--- src/rtl/water_level_encoder.sv ---
// Water-level probe encoder: synchronizes, debounces and validates the seven
// probes, then slews a 3-bit level code one step per tick. Optional macro:
// WATER_FAULT_ALARM_EN forces the level to 7 while the pattern is invalid.
module water_level_encoder #(
  parameter int TICK_DIV   = 1000,
  parameter int STABLE_CNT = 4
) (
  input  logic       clk,
  input  logic       rst,
  input  logic [6:0] probe,
  output logic [2:0] state,
  output logic       fault,
  output logic       changed
);

  localparam int              DW      = $clog2(TICK_DIV);
  localparam logic [DW-1:0]   DIV_MAX = DW'(TICK_DIV - 1);
  localparam logic [3:0]      CNT_MAX = 4'(STABLE_CNT);

  logic [DW-1:0] div_cnt;
  logic          tick;
  logic [6:0]    sync1, psync, cand, acc;
  logic [3:0]    cnt, cnt_inc;
  logic [2:0]    target, nxt;
  logic          bad;

  assign tick    = (div_cnt == DIV_MAX);
  assign cnt_inc = (cnt < CNT_MAX) ? cnt + 4'd1 : cnt;

  // A valid pattern is a run of ones from bit 0: adding 1 then clears every set bit.
  always_comb begin
    target = 3'd0;
    for (int i = 0; i < 7; i++) target = target + 3'(acc[i]);
    bad = ((({1'b0, acc}) + 8'd1) & {1'b0, acc}) != 8'd0;
  end

  always_comb begin
    nxt = state;
    if (!bad) begin
      if (state < target)      nxt = state + 3'd1;
      else if (state > target) nxt = state - 3'd1;
    end
`ifdef WATER_FAULT_ALARM_EN
    else begin
      nxt = 3'd7;
    end
`endif
  end

  always_ff @(posedge clk) begin
    if (rst) begin
      sync1   <= '0;
      psync   <= '0;
      div_cnt <= '0;
      cand    <= '0;
      cnt     <= '0;
      acc     <= '0;
      state   <= '0;
      fault   <= 1'b0;
      changed <= 1'b0;
    end else begin
      sync1   <= probe;
      psync   <= sync1;
      div_cnt <= tick ? '0 : div_cnt + DW'(1);
      fault   <= bad;
      changed <= 1'b0;
      if (tick) begin
        if (psync == cand) begin
          cnt <= cnt_inc;
          if (cnt_inc == CNT_MAX) acc <= psync;
        end else begin
          cand <= psync;
          cnt  <= 4'd1;
          if (CNT_MAX == 4'd1) acc <= psync;
        end
        // Slew decision uses the acc held before this tick.
        state   <= nxt;
        changed <= (nxt != state);
      end
    end
  end

endmodule

--- config.mk ---
export PLATFORM = sky130hd
export DESIGN_NAME = water_level_encoder
export DESIGN_NICKNAME = d
export VERILOG_FILES = /design/src/rtl/water_level_encoder.sv
export SDC_FILE = /design/constraint.sdc
export NUM_CORES = 1
export LEC_CHECK = 0
export CAP_MARGIN = 10
export CORE_UTILIZATION = 40
export CTS_BUF_LIST = sky130_fd_sc_hd__clkbuf_4 sky130_fd_sc_hd__clkbuf_8 sky130_fd_sc_hd__clkbuf_16
export DETAILED_ROUTE_END_ITERATION = 6
export DONT_BUFFER_PORTS = 1
export GPL_TIMING_DRIVEN = 0
export SETUP_SLACK_MARGIN = 0.5
export SKIP_LAST_GASP = 1
export SLEW_MARGIN = 0
export SYNTH_ARGS = -nofsm -noshare
export SYNTH_HDL_FRONTEND = slang
export SYNTH_SLANG_ARGS = --single-unit
--- constraint.sdc ---
create_clock -name clk -period 7.5 [get_ports clk]
set_input_delay 0.75 -clock clk [delete_from_list [all_inputs] [get_ports clk]]
set_output_delay 0.75 -clock clk [all_outputs]
set_load 0.005 [all_outputs]
======== After elaboration in Yosys (flattened, before gate mapping) ========
Index checks and enable logic that the tools add are counted.
operators by class
  bitwise gates (word level) .............. 3
  add/sub/neg operators ................... 11
  eq/ne operators ......................... 4
  magnitude comparators ................... 3
  reduce and logical (&&, ||, !) cells .... 5
  mux-type cells .......................... 5
operator list
  operator                                                                       number
  3-bit by 1-bit adder with 3-bit output                                         4
  10-bit by 1-bit adder with 10-bit output (second input constant)               1
  10-bit equality test (second input constant)                                   1
  3-bit 2-to-1 mux                                                               3
  7-bit by 1-bit adder with 8-bit output (second input constant)                 1
  8-bit by 7-bit bitwise AND with 8-bit output                                   1
  4-bit 2-to-1 mux                                                               2
  8-bit nonzero test                                                             1
  7-bit equality test                                                            1
  4-bit by 1-bit adder with 4-bit output (second input constant)                 1
  4-bit by 3-bit equality test with 1-bit output (second input constant)         1
  4-bit by 3-bit less-than comparator with 1-bit output (second input constant)  1
  2-bit OR reduction                                                             2
  2-bit by 1-bit adder with 3-bit output                                         1
  3-bit by 1-bit adder with 3-bit output (second input constant)                 1
  3-bit greater-than comparator                                                  1
  3-bit less-than comparator                                                     1
  3-bit != test                                                                  1
  3-bit AND reduction                                                            1
  3-bit by 1-bit subtractor with 3-bit output (second input constant)            1
  1-bit by 1-bit adder with 2-bit output                                         1
  1-bit inverter                                                                 2
  2-bit AND reduction                                                            1
storage, ports and cells
  bits in registers ....................... 47
  input bits .............................. 9
  output and inout port bits .............. 5

======== Logic depth before layout (Yosys ltp) ========
Gate-level depths: netlist of run 1.
  depth in word-level cells ............... 11
  mapped depth ............................ 11
  gate-level depth less buffers ........... 11

======== Least setup slack after synthesis of run 1 ========
Ideal clock, no wire load.
  path kind ............................... register to register
  start point ............................. reg acc[0]
  end point ............................... reg state[2]
  path slack .............................. 3.620 ns
  library setup time ...................... 0.121 ns
  arrival ................................. 3.759 ns
  buffers on the path ..................... 0
  cell stages (with the launch flop) ...... 12
  required time ........................... 7.379 ns
  cells stage by stage .................... dfxtp_1 > inv_1 > fa_1 > fa_1 > fa_1 > fa_1 > ha_1 > nor2b_1 > o21a_1 > or3b_2 > a211oi_1 > mux2_2
between the ends
  cells in the longest elaborated chain, start to end .. 10
RTL lines
  item                                                  line  text
  start: declaration                                    22    logic [6:0] sync1, psync, cand, acc;
  start signal: assignment                              70    if (cnt_inc == CNT_MAX) acc <= psync;
  start signal: assignment                              74    if (CNT_MAX == 4'd1) acc <= psync;
  1-bit by 1-bit adder with 2-bit output                33    for (int i = 0; i < 7; i++) target = target + 3'(acc[i]);
  2-bit by 1-bit adder with 3-bit output                33
  3-bit by 1-bit adder with 3-bit output (4 in series)  33
  3-bit greater-than comparator                         41    else if (state > target) nxt = state - 3'd1;
  3-bit 2-to-1 mux                                      41
  3-bit 2-to-1 mux                                      40    if (state < target) nxt = state + 3'd1;
  3-bit 2-to-1 mux (*)                                  39    if (!bad) begin
  end signal: assignment                                77    state <= nxt;
  end: declaration                                      11    output logic [2:0] state,
Every way passes the cells marked *; elsewhere a longest branch is shown, timed or not.
A chain may end at the register's enable or synchronous reset.

======== Worst setup path in the final report of run 1 ========
Ends and elaborated chain as after synthesis.

==> results.txt, run 1 <==
----------------------------------------------------
[Final layout]
  Fraction of final layout cells sized beyond drive strength 1 ... 6.03%
  Antenna diode count ... 0
  Final Cell Area ... 0.00233 sq mm
  Total Nets Final ... 253
  Area delta synth->final ... 10.6%
  Layout Cells excl Fill ... 302

[Clock tree]
  CTS tree ... done
  Skew-Pair Late Insertion Delay ... 0.30 ns
  Total number of clock tree sinks ... 47
  TritonCTS buffer count ... 5
  Cts-stage hold buffer count ... 0
  Clock slew seen by the registers of the worst setup and hold paths ... 0.09 ns
  Buffers from clock root to sink, at most ... 2
  Maximum level of the CTS H-tree ... 2
  Buffer type at the clock tree root ... sky130_fd_sc_hd__clkbuf_8
  Number of buffers inserted by post-CTS setup repair ... 0
  Count of instances resized after the clock tree is built ... 0

[Synth]
  Average cell area after synthesis ... 9.41 sq um
  Most area-hungry cell type in the Yosys netlist ... sky130_fd_sc_hd__dfxtp_1
  Asr flop ratio synth ... 0%
  Number of flops mapped to enable cells by yosys ... 0
  Area share of the largest cell type after synthesis ... 44.6%
  Syn Inst Count ... 224
  Distinct cell type count after synthesis ... 34
  Cell area after synthesis ... 0.00211 sq mm
  Yosys warning total ... 0
  Leading register cell type out of synthesis ... sky130_fd_sc_hd__dfxtp_1
  Syn Nets ... 246
  Commonest cells in the netlist ... sky130_fd_sc_hd__dfxtp_1, sky130_fd_sc_hd__nor2_1, sky130_fd_sc_hd__nor2b_1, sky130_fd_sc_hd__nand2b_1, sky130_fd_sc_hd__nand2_1
  Biggest area contributors in the synthesized netlist ... sky130_fd_sc_hd__dfxtp_1, sky130_fd_sc_hd__ha_1, sky130_fd_sc_hd__nor2b_1
  Most used standard cell by instance count after synthesis ... sky130_fd_sc_hd__dfxtp_1
  Share of synthesized area occupied by flip-flops and latches ... 44.6%
  Synthesis-stage register bit count ... 47

[Critical path]
  Worst reg2reg startpoint ... acc[0]$_SDFFE_PP0P_
  Arrival time worst endpoint ... 4.26 ns
  Crit path required time ... 7.69 ns
  Category of the worst setup path launch point ... register
  Max Fanout on Critical Path ... 4
  Critical path class ... reg -> reg
  Element type at the critical path end ... register
  Start point of the critical path ... acc[0]$_SDFFE_PP0P_

[Run status]
  Run status ... finished clean

[Power and ir drop]
  Areal power density over the cells ... 209 mW/mm^2
  Switching fraction of total power ... 19.5%
  Proportion of power drawn by combinational gates ... 3.1%
  Static power due to leakage ... 0.831 nW
  Power share of the sequential group ... 52.6%
  Worst VDD drop ... 0.000121 V
  Cell-internal power ... 0.000393 W
  Total net switching power ... 0.0000952 W
  Clk pwr share ... 44.4%

[Floorplan]
  Core Footprint ... 0.00511 sq mm
  FP Rows ... 26
  Height of the chip ... 74.6 microns
  Die Footprint ... 0.00557 sq mm
  I/O pin count ... 14
  X dimension of the die ... 74.6 microns
  Initial cell density of the core ... 41.3%

[Route]
  Total number of vias ... 1432
  DR pass1 iterations ... 4
  Wirelength per Cell ... 11.3 microns
  Post-detailed-routing wire length ... 3430 microns
  DR DRC count ... 0
  Final antenna-violating net count ... 0
  Starting DRC count in detailed routing ... 69
  Ratio of routed vias to standard cells ... 4.74

[STA]
  Period utilization ... 54.2%
  Fin. Hold Viols ... 0
  Headroom to the max-slew limit ... 55.3%
  Unrepaired setup endpoints after global routing ... no
  Final setup viols ... 0
  Fin Setup TNS ... 0 ns
  Maximum frequency from static timing analysis ... 246 MHz
  Slew at the pin with the worst max-slew slack ... 0.667 ns
  Number of pins exceeding their max-slew limit in the final report ... 0
  Clock tree skew after final layout ... 0.00465 ns
  Clock period minus worst slack ... 4.07 ns

[Placement]
  Estimated wirelength of the detail-placed design ... 2550 microns
  Count of buffers from port buffering ... 0
  Final GP Congestion ... 0.741
  Total placed cells including tap cells ... 294
  Placed inst area ... 0.00220 sq mm

[Global routing]
  Combined global-route utilization of all metal layers ... 14.7%
  Gr ovfl total ... 0
  Via count of the first global-routing pass ... 1381
  Global-route wire length before repair ... 6140 microns
  Number of antenna violations at the first check in global routing ... 0
  Pin count of the biggest net entering global routing ... 16

[Min path]
  Classification of the worst-slack hold path ... reg -> reg
  Start point of the worst hold path ... sync1[1]$_SDFF_PP0_

[Job]
  Maximum Capacitance Violations ... 0

----------------------------------------------------
[cells in the final DEF (no fill, tap or decap), types with 2 or more instances in the layout]
cell type,synthesis,routed
sky130_fd_sc_hd__nand2b_1,16,16
sky130_fd_sc_hd__a21oi_1,10,10
sky130_fd_sc_hd__ha_1,9,9
sky130_fd_sc_hd__nor3b_1,2,2
sky130_fd_sc_hd__o21ai_0,7,7
sky130_fd_sc_hd__xnor2_1,4,4
sky130_fd_sc_hd__nor2b_1,17,17
sky130_fd_sc_hd__clkbuf_8,0,5
sky130_fd_sc_hd__mux2i_1,9,9
sky130_fd_sc_hd__nor2_1,21,21
sky130_fd_sc_hd__inv_1,12,12
sky130_fd_sc_hd__nand3_1,8,8
sky130_fd_sc_hd__dfxtp_1,47,47
sky130_fd_sc_hd__bufinv_16,0,2
sky130_fd_sc_hd__nand2_1,15,15
sky130_fd_sc_hd__xor2_1,12,12
sky130_fd_sc_hd__nand4_1,2,2
sky130_fd_sc_hd__nor3_1,7,7
sky130_fd_sc_hd__clkbuf_1,6,6
sky130_fd_sc_hd__fa_1,4,4
[final cells by class]
class | count | area [sq um]
Clock buffer | 5 | 68.8
Sequential cell | 47 | 941
Clock inverter | 3 | 67.6
Multi-Input combinational cell | 158 | 1090
Inverter | 12 | 45.0
Tap cell | 70 | 87.6
Fill cell | 516 | 2780
Buffer | 7 | 27.5
[cell families (layout without fill, tap and decap cells)]
kind of cell	after synthesis	in the layout	synth area share, %
simple gates	96	96	25.2
flops	47	47	44.6
mux	10	10	4.81
compound gates	23	23	6.11
buf+inv	19	27	3.44
xor+xnor	16	16	6.65
fa+ha+maj	13	13	9.14
[state kept, by name, summed over array words and instances, names as in the netlist]
signal / count
state: 3
cand: 7
fault: 1
cnt: 4
psync: 7
acc: 7
changed: 1
sync1: 7
div_cnt: 10
[worst paths after layout]
path / endpoint / slack, ns / cells after the start
setup / recovery: state[2]$_SDFFE_PP0N_ / 3.43 / 11
hold / removal: psync[1]$_SDFF_PP0_ / 0.44 / 1
setup reg to reg: state[2]$_SDFFE_PP0N_ / 3.43 / 11
hold reg to reg: psync[1]$_SDFF_PP0_ / 0.44 / 1
[routing by layer]
metal	vias up	track usage, %	wire length, microns
li1	749	-	-
met5	-	0	0
met2	31	23.1	1490
met1	647	19.2	1740
met3	5	4.20	139
met4	0	5.66	54
[metrics by stage]
step / total power (W) / hold slack [ns] / setup WS [ns] / utilization (%)
3_5_place_dp: 0.000278 / 0.422 / 3.46 / 43.0
5_1_grt: 0.000510 / 0.467 / 3.26 / 45.7
6_report: 0.000489 / 0.439 / 3.43 / 45.7
4_1_cts: 0.000495 / 0.447 / 3.43 / 45.7
2_1_floorplan: 0.000274 / 0.414 / 3.62 / -
3_3_place_gp: 0.000278 / 0.417 / 3.50 / 43.0
[critical path, stage by stage (launching register included)]
cell and delay (ns):
sky130_fd_sc_hd__dfxtp_1 0.36, sky130_fd_sc_hd__inv_1 0.10, sky130_fd_sc_hd__fa_1 0.56, sky130_fd_sc_hd__fa_1 0.43, sky130_fd_sc_hd__fa_1 0.40, sky130_fd_sc_hd__fa_1 0.45, sky130_fd_sc_hd__ha_1 0.30, sky130_fd_sc_hd__nor2b_1 0.14
sky130_fd_sc_hd__o21a_1 0.19, sky130_fd_sc_hd__or3b_2 0.44, sky130_fd_sc_hd__a211oi_1 0.24, sky130_fd_sc_hd__mux2_2 0.36
[power by group through the flow]
| stage | registers [W] | logic [W] | clock network, W |
|---|---|---|---|
| after floorplan | 0.000262 | 0.0000122 | 0 |
| after global placement | 0.000263 | 0.0000152 | 0 |
| after detailed placement | 0.000263 | 0.0000154 | 0 |
| after CTS | 0.000257 | 0.0000154 | 0.000223 |
| after global routing | 0.000258 | 0.0000175 | 0.000235 |
| final | 0.000257 | 0.0000150 | 0.000217 |
Power figures use the tool's default switching activity.
==> run 2, diff against run 1 <==
==> constraint.sdc (replaced) <==
create_clock -name clk -period 3.4 [get_ports clk]
set_input_delay 0.34 -clock clk [delete_from_list [all_inputs] [get_ports clk]]
set_output_delay 0.34 -clock clk [all_outputs]
set_load 0.005 [all_outputs]
==> results.txt, run 2 (synthesized netlist as in run 1, its figures left out) <==
----------------------------------------------------
[Run status]
  Run status ... complete, but fails checks
  Violated checks ... setup timing

[STA]
  Final setup viols ... 2 (+2)
  Period utilization ... 114% (+60 points)
  Headroom to the max-slew limit ... 54.3% (-1.0 points)
  Clock tree skew after final layout ... 0.0111 ns (+0.00643 ns)
  Unrepaired setup endpoints after global routing ... yes
  Slew at the pin with the worst max-slew slack ... 0.682 ns (+0.0150 ns)
  Maximum frequency from static timing analysis ... 258 MHz (+5.2%)
  Worst setup slack after layout ... -0.469 ns (-3.90 ns)
  Fin. Hold Viols ... 0 (unchanged)
  Clock period minus worst slack ... 3.87 ns (-0.200 ns)
  Number of pins exceeding their max-slew limit in the final report ... 0 (unchanged)
  Tightest hold margin ... 0.161 ns (-0.278 ns)
  Fin Setup TNS ... -0.650 ns (-0.650 ns)

[Global routing]
  Global-route wire length before repair ... 5990 microns (-2.5%)
  Combined global-route utilization of all metal layers ... 14.6% (-0.18 points)
  Pin count of the biggest net entering global routing ... 17 (+1)
  Via count of the first global-routing pass ... 1333 (-3.5%)
  Gr ovfl total ... 0 (unchanged)
  Number of antenna violations at the first check in global routing ... 0 (unchanged)

[Floorplan]
  FP Rows ... 26 (unchanged)
  Die Footprint ... 0.00557 sq mm (unchanged)
  X dimension of the die ... 74.6 microns (unchanged)
  Core Footprint ... 0.00511 sq mm (unchanged)
  Initial cell density of the core ... 41.3% (unchanged)
  I/O pin count ... 14 (unchanged)
  Height of the chip ... 74.6 microns (unchanged)

[Power and ir drop]
  Cell-internal power ... 0.000796 W (+100%)
  Power share of the sequential group ... 55.8% (+3.2 points)
  Proportion of power drawn by combinational gates ... 3.2% (about the same)
  Switching fraction of total power ... 21.5% (+2.1 points)
  Static power due to leakage ... 0.890 nW (+7.1%)
  Clk pwr share ... 40.9% (-3.5 points)
  Areal power density over the cells ... 419 mW/mm^2 (+100%)
  Total net switching power ... 0.000219 W (+130%)
  Worst VDD drop ... 0.000236 V (+96%)

[Route]
  Total number of vias ... 1458 (+1.8%)
  DR DRC count ... 0 (unchanged)
  Final antenna-violating net count ... 0 (unchanged)
  Ratio of routed vias to standard cells ... 4.70 (-0.81%)
  Wirelength per Cell ... 11.7 microns (+2.9%)
  DR pass1 iterations ... 4 (unchanged)
  Post-detailed-routing wire length ... 3620 microns (+5.6%)
  Starting DRC count in detailed routing ... 31 (-55%)

[Clock tree]
  Clock slew seen by the registers of the worst setup and hold paths ... 0.09 ns (about the same)
  Buffer type at the clock tree root ... sky130_fd_sc_hd__clkbuf_8
  Total number of clock tree sinks ... 47 (unchanged)
  Skew-Pair Late Insertion Delay ... 0.30 ns (about the same)
  TritonCTS buffer count ... 5 (unchanged)
  CTS tree ... done
  Maximum level of the CTS H-tree ... 2 (unchanged)
  Buffers from clock root to sink, at most ... 2 (unchanged)

[Critical path]
  Cell at the slowest stage of the critical path ... sky130_fd_sc_hd__fa_1
  Category of the worst setup path launch point ... register
  Most numerous cell on the critical path ... sky130_fd_sc_hd__fa_1
  Worst reg2reg startpoint ... acc[0]$_SDFFE_PP0P_
  Slack of the worst reg-to-reg path ... -0.47 ns (-3.90 ns)
  Critical path class ... reg -> reg
  Worst reg2reg endpoint ... state[2]$_SDFFE_PP0N_
  Cell breakdown of the critical path ... inv_2 > fa_1 > fa_1 > fa_2 > fa_1 > ha_4 > nor2b_4 > o21a_1 > or3b_2 > a211oi_2 > mux2_2
  Cells on worst reg2reg path ... 11 (unchanged)
  Crit path required time ... 3.60 ns (-4.09 ns)
  Crit-path max cell delay ... 0.54 ns (-0.02 ns)
  Max Fanout on Critical Path ... 2 (-2)
  Arrival time worst endpoint ... 4.07 ns (-0.19 ns)
  Element type at the critical path end ... register

[Final layout]
  Largest register FFs ... 10 (unchanged)
  Commonest non-fill, non-tap cell in the layout ... sky130_fd_sc_hd__dfxtp_1
  Final core utilization ... 47.5% (+1.8 points)
  Fraction of final layout cells sized beyond drive strength 1 ... 14.2% (+8.1 points)
  Commonest cells after routing, fill and taps aside ... sky130_fd_sc_hd__dfxtp_1, sky130_fd_sc_hd__nor2_1, sky130_fd_sc_hd__nand2b_1, sky130_fd_sc_hd__nor2b_1, sky130_fd_sc_hd__nand2_1
  Layout Cells excl Fill ... 310 (+2.6%)
  Flip-flop and latch area ... 945 sq um (+0.40%)
  Antenna diode count ... 0 (unchanged)
  Number of fill cells in the layout ... 501 (-2.9%)
  Final Cell Area ... 0.00242 sq mm (+4.0%)
  Most flops, register ... div_cnt
  Total Nets Final ... 261 (+3.2%)
  Area occupied by multi-input gates ... 0.00114 sq mm (+4.2%)
  Area delta synth->final ... 15.0%

[Min path]
  Start point of the worst hold path ... probe[3]
  Classification of the worst-slack hold path ... in -> reg
  Depth of the worst hold-timing path ... 1 (unchanged)
  Worst Hold Endpoint ... sync1[3]$_SDFF_PP0_

[Placement]
  Estimated wirelength of the detail-placed design ... 2590 microns (+1.6%)
  Placed inst area ... 0.00221 sq mm (+0.68%)
  Final GP Congestion ... 0.815 (+10%)
  Total placed cells including tap cells ... 294 (unchanged)
  Count of buffers from port buffering ... 0 (unchanged)

[Job]
  Maximum Capacitance Violations ... 0 (unchanged)

----------------------------------------------------
-- run 2: how the worst max path moves through the flow --
| stage | to | slack [ns] | startpoint |
|---|---|---|---|
| floorplan | state[2]$_SDFFE_PP0N_ | -0.38 | acc[0]$_SDFFE_PP0P_ |
| global placement | state[2]$_SDFFE_PP0N_ | -0.48 | acc[1]$_SDFFE_PP0P_ |
| detailed placement | state[2]$_SDFFE_PP0N_ | -0.50 | acc[1]$_SDFFE_PP0P_ |
| CTS | state[2]$_SDFFE_PP0N_ | -0.47 | acc[0]$_SDFFE_PP0P_ |
| global route | state[2]$_SDFFE_PP0N_ | -0.58 | acc[0]$_SDFFE_PP0P_ |
| finish | state[2]$_SDFFE_PP0N_ | -0.47 | acc[0]$_SDFFE_PP0P_ |
-- run 2: timing repair --
action	CTS	global route
setup endpoints to repair	4	4
setup buffers	6	2
pin swaps	5	3
gates resized for setup	7	3
hold buffers	0	0
-- run 2: metrics by stage --
step / power (W) / setup slack, ns
floorplan: 0.000605 / -0.378
global placement: 0.000613 / -0.477
detailed placement: 0.000614 / -0.499
CTS: 0.00103 / -0.470
global route: 0.00106 / -0.576
finish: 0.00101 / -0.469
-- run 2: cell type report --
class / count / share of cell area [%]
buffer: 7 / 1.14
clock buffer: 5 / 2.84
clock inverter: 3 / 1.91
inverter: 12 / 1.86
multi-input combinational: 158 / 47.1
sequential: 47 / 39.0
tap: 70 / 3.61
timing repair buffer: 8 / 2.63
-- run 2: power by group through the flow --
stage                     clock network [W]  logic [W]  registers, W
after global placement                    0  0.0000336      0.000580
after CTS                          0.000428  0.0000340      0.000567
after detailed placement                  0  0.0000339      0.000580
after global routing               0.000455  0.0000378      0.000569
final                              0.000415  0.0000329      0.000567
after floorplan                           0  0.0000269      0.000578
-- run 2: routing by layer --
metal	share of wire, %	vias up	routed length (microns)	track usage (%)
met5	0	-	0	0
met4	1.5	0	53	7.13
met3	2.5	4	89	4.47
met2	47	19	1700	23.4
met1	49	671	1780	17.7
li1	-	764	-	-
-- run 2: critical path, delay by kind of cell (launching register included) --
family / cells / cell delay (ns)
adder cells (fa/ha/maj): 5 / 2.07
AND/OR/NAND/NOR: 2 / 0.57
AO/OA/AOI/OAI: 2 / 0.38
flip-flops: 1 / 0.35
multiplexers: 1 / 0.35
buffers and inverters: 1 / 0.05
==> run 3, diff against run 2 <==
--- a/config.mk
+++ b/config.mk
@@ -8,6 +8,7 @@
 export CAP_MARGIN = 10
 export CORE_UTILIZATION = 40
 export CTS_BUF_LIST = sky130_fd_sc_hd__clkbuf_4 sky130_fd_sc_hd__clkbuf_8 sky130_fd_sc_hd__clkbuf_16
+export CTS_CLUSTER_DIAMETER = 150
 export DETAILED_ROUTE_END_ITERATION = 6
 export DONT_BUFFER_PORTS = 1
 export GPL_TIMING_DRIVEN = 0
==> constraint.sdc (replaced) <==
create_clock -name clk -period 3.1 [get_ports clk]
set_input_delay 0.31 -clock clk [delete_from_list [all_inputs] [get_ports clk]]
set_output_delay 0.31 -clock clk [all_outputs]
set_load 0.005 [all_outputs]
==> results.txt, run 3 (synthesized netlist as in run 1, its figures left out) <==
----------------------------------------------------
[Run status]
  Run status ... complete, but fails checks
  Violated checks ... setup timing

[Final layout]
  Total Nets Final ... 256 (-1.9%)
  Commonest cells after routing, fill and taps aside ... sky130_fd_sc_hd__dfxtp_1, sky130_fd_sc_hd__nor2_1, sky130_fd_sc_hd__nand2b_1, sky130_fd_sc_hd__nor2b_1, sky130_fd_sc_hd__nand2_1
  Commonest non-fill, non-tap cell in the layout ... sky130_fd_sc_hd__dfxtp_1
  Most flops, register ... div_cnt
  Antenna diode count ... 0 (unchanged)
  Final Cell Area ... 0.00238 sq mm (-1.8%)
  Fraction of final layout cells sized beyond drive strength 1 ... 11.9% (-2.3 points)
  Area delta synth->final ... 13.0%
  Largest register FFs ... 10 (unchanged)
  Layout Cells excl Fill ... 305 (-1.6%)
  Final core utilization ... 46.6% (-0.83 points)

[Placement]
  Total placed cells including tap cells ... 294 (unchanged)
  Estimated wirelength of the detail-placed design ... 2570 microns (-0.86%)
  Placed inst area ... 0.00223 sq mm (+0.74%)
  Count of buffers from port buffering ... 0 (unchanged)
  Final GP Congestion ... 0.807 (-0.99%)

[Route]
  Ratio of routed vias to standard cells ... 4.73 (+0.59%)
  DR pass1 iterations ... 4 (unchanged)
  DR DRC count ... 0 (unchanged)
  Total number of vias ... 1443 (-1.0%)
  Post-detailed-routing wire length ... 3520 microns (-2.7%)
  Wirelength per Cell ... 11.5 microns (-1.1%)
  Starting DRC count in detailed routing ... 46 (+48%)
  Final antenna-violating net count ... 0 (unchanged)

[Clock tree]
  Buffer type at the clock tree root ... sky130_fd_sc_hd__clkbuf_8
  Buffers from clock root to sink, at most ... 2 (unchanged)
  Skew-Pair Late Insertion Delay ... 0.30 ns (about the same)
  CTS tree ... done
  Maximum level of the CTS H-tree ... 2 (unchanged)
  TritonCTS buffer count ... 5 (unchanged)
  Clock slew seen by the registers of the worst setup and hold paths ... 0.08 ns (about the same)
  Total number of clock tree sinks ... 47 (unchanged)

[Power and ir drop]
  Total net switching power ... 0.000221 W (+1.2%)
  Proportion of power drawn by combinational gates ... 3.3% (about the same)
  Total Power ... 0.00111 W (+9.6%)
  Cell-internal power ... 0.000891 W (+12%)
  Areal power density over the cells ... 467 mW/mm^2 (+12%)
  Clk pwr share ... 40.9% (about the same)
  Static power due to leakage ... 0.862 nW (-3.2%)
  Power share of the sequential group ... 55.9% (about the same)
  Switching fraction of total power ... 19.9% (-1.6 points)
  Worst VDD drop ... 0.000268 V (+14%)

[STA]
  Fin. Hold Viols ... 0 (unchanged)
  Final setup viols ... 3 (+1)
  Unrepaired setup endpoints after global routing ... yes
  Worst setup slack after layout ... -0.752 ns (-0.284 ns)
  Clock tree skew after final layout ... 0.00526 ns (-0.00582 ns)
  Period utilization ... 124% (+10 points)
  Clock period minus worst slack ... 3.85 ns (-0.0165 ns)
  Slew at the pin with the worst max-slew slack ... 0.727 ns (+0.0449 ns)
  Number of pins exceeding their max-slew limit in the final report ... 0 (unchanged)
  Maximum frequency from static timing analysis ... 260 MHz (+0.43%)
  Headroom to the max-slew limit ... 51.3% (-3.0 points)

[Critical path]
  Max Fanout on Critical Path ... 4 (+2)
  Arrival time worst endpoint ... 4.04 ns (-0.03 ns)
  Most numerous cell on the critical path ... sky130_fd_sc_hd__fa_1
  Category of the worst setup path launch point ... register
  Critical path class ... reg -> reg
  Cell breakdown of the critical path ... inv_2 > fa_1 > fa_1 > fa_2 > fa_1 > ha_4 > nor2b_4 > o21a_1 > or3b_2 > a211oi_2 > mux2_2
  Element type at the critical path end ... register
  Crit-path max cell delay ... 0.54 ns (about the same)
  Number of buffer and inverter instances along the worst setup path ... 1 (unchanged)
  Top cell family by delay on the critical path ... adder cells
  Crit path required time ... 3.29 ns (-0.31 ns)
  Cell at the slowest stage of the critical path ... sky130_fd_sc_hd__fa_1

[Floorplan]
  Die Footprint ... 0.00557 sq mm (unchanged)
  Initial cell density of the core ... 41.3% (unchanged)
  Core Footprint ... 0.00511 sq mm (unchanged)
  I/O pin count ... 14 (unchanged)
  FP Rows ... 26 (unchanged)
  X dimension of the die ... 74.6 microns (unchanged)
  Height of the chip ... 74.6 microns (unchanged)

[Global routing]
  Combined global-route utilization of all metal layers ... 14.5% (-0.032 points)
  Number of antenna violations at the first check in global routing ... 0 (unchanged)
  Global-route wire length before repair ... 5950 microns (-0.58%)
  Gr ovfl total ... 0 (unchanged)
  Pin count of the biggest net entering global routing ... 15 (-2)
  Via count of the first global-routing pass ... 1348 (+1.1%)

[Min path]
  Classification of the worst-slack hold path ... in -> reg

[Job]
  Maximum Capacitance Violations ... 0 (unchanged)

----------------------------------------------------
==> run 3: changes by cell type in the layout (fill, tap and decap cells not counted), sizes merged <==
cell	previous run	this run
buf	9	4
clkbuf	11	12
clkinv	0	1
clkinvlp	1	0
inv	13	12
==> run 3: what timing repair did <==
item | CTS | global route
pin swaps | 2 | 2
setup buffers | 3 | 0
hold endpoints to repair | 0 | 0
hold buffers | 0 | 0
gates resized for setup | 2 | 2
endpoints found under the setup margin | 4 | 4
==> run 3: through the flow <==
| step | hold WS [ns] | setup TNS, ns | worst slack, ns |
|---|---|---|---|
| global route | 0.120 | -1.38 | -0.876 |
| floorplan | 0.414 | -0.817 | -0.676 |
| CTS | 0.127 | -1.07 | -0.770 |
| finish | 0.135 | -0.995 | -0.752 |
| detailed placement | 0.425 | -1.10 | -0.788 |
| global placement | 0.418 | -1.05 | -0.774 |
==> run 3: path summary, 6_finish.rpt <==
kind | from | to | slack [ns] | cells past startpoint
worst max-delay path | acc[0]$_SDFFE_PP0P_ | state[2]$_SDFFE_PP0N_ | -0.75 | 11
worst min-delay path | probe[6] | sync1[6]$_SDFF_PP0_ | 0.14 | 1
worst max register to register | acc[0]$_SDFFE_PP0P_ | state[2]$_SDFFE_PP0N_ | -0.75 | 11
worst min register to register | sync1[4]$_SDFF_PP0_ | psync[4]$_SDFF_PP0_ | 0.44 | 1
==> run 3: power by group through the flow <==
stage | registers [W] | clock network, W | logic, W
finish | 0.000621 | 0.000454 | 0.0000367
global route | 0.000623 | 0.000492 | 0.0000421
CTS | 0.000622 | 0.000472 | 0.0000378
detailed placement | 0.000636 | 0 | 0.0000376
global placement | 0.000636 | 0 | 0.0000370
floorplan | 0.000634 | 0 | 0.0000295
==> run 3: area by class of cell <==
cell class	instances	area, sq um
Tap cell	70	87.6
Fill cell	515	2730
Inverter	12	45.0
Clock buffer	6	82.6
Timing Repair Buffer	3	22.5
Multi-Input combinational cell	158	1140
Buffer	7	27.5
Sequential cell	47	945
Clock inverter	2	35.0
==> run 3: metal layers <==
metal	up-vias	wire length [microns]	global-route usage (%)	share of wire, %
met2	17	1580	23.8	45
li1	757	-	-	-
met4	0	57	8.18	1.6
met5	-	0	0	0
met1	664	1800	17.7	51
met3	5	84	3.12	2.4
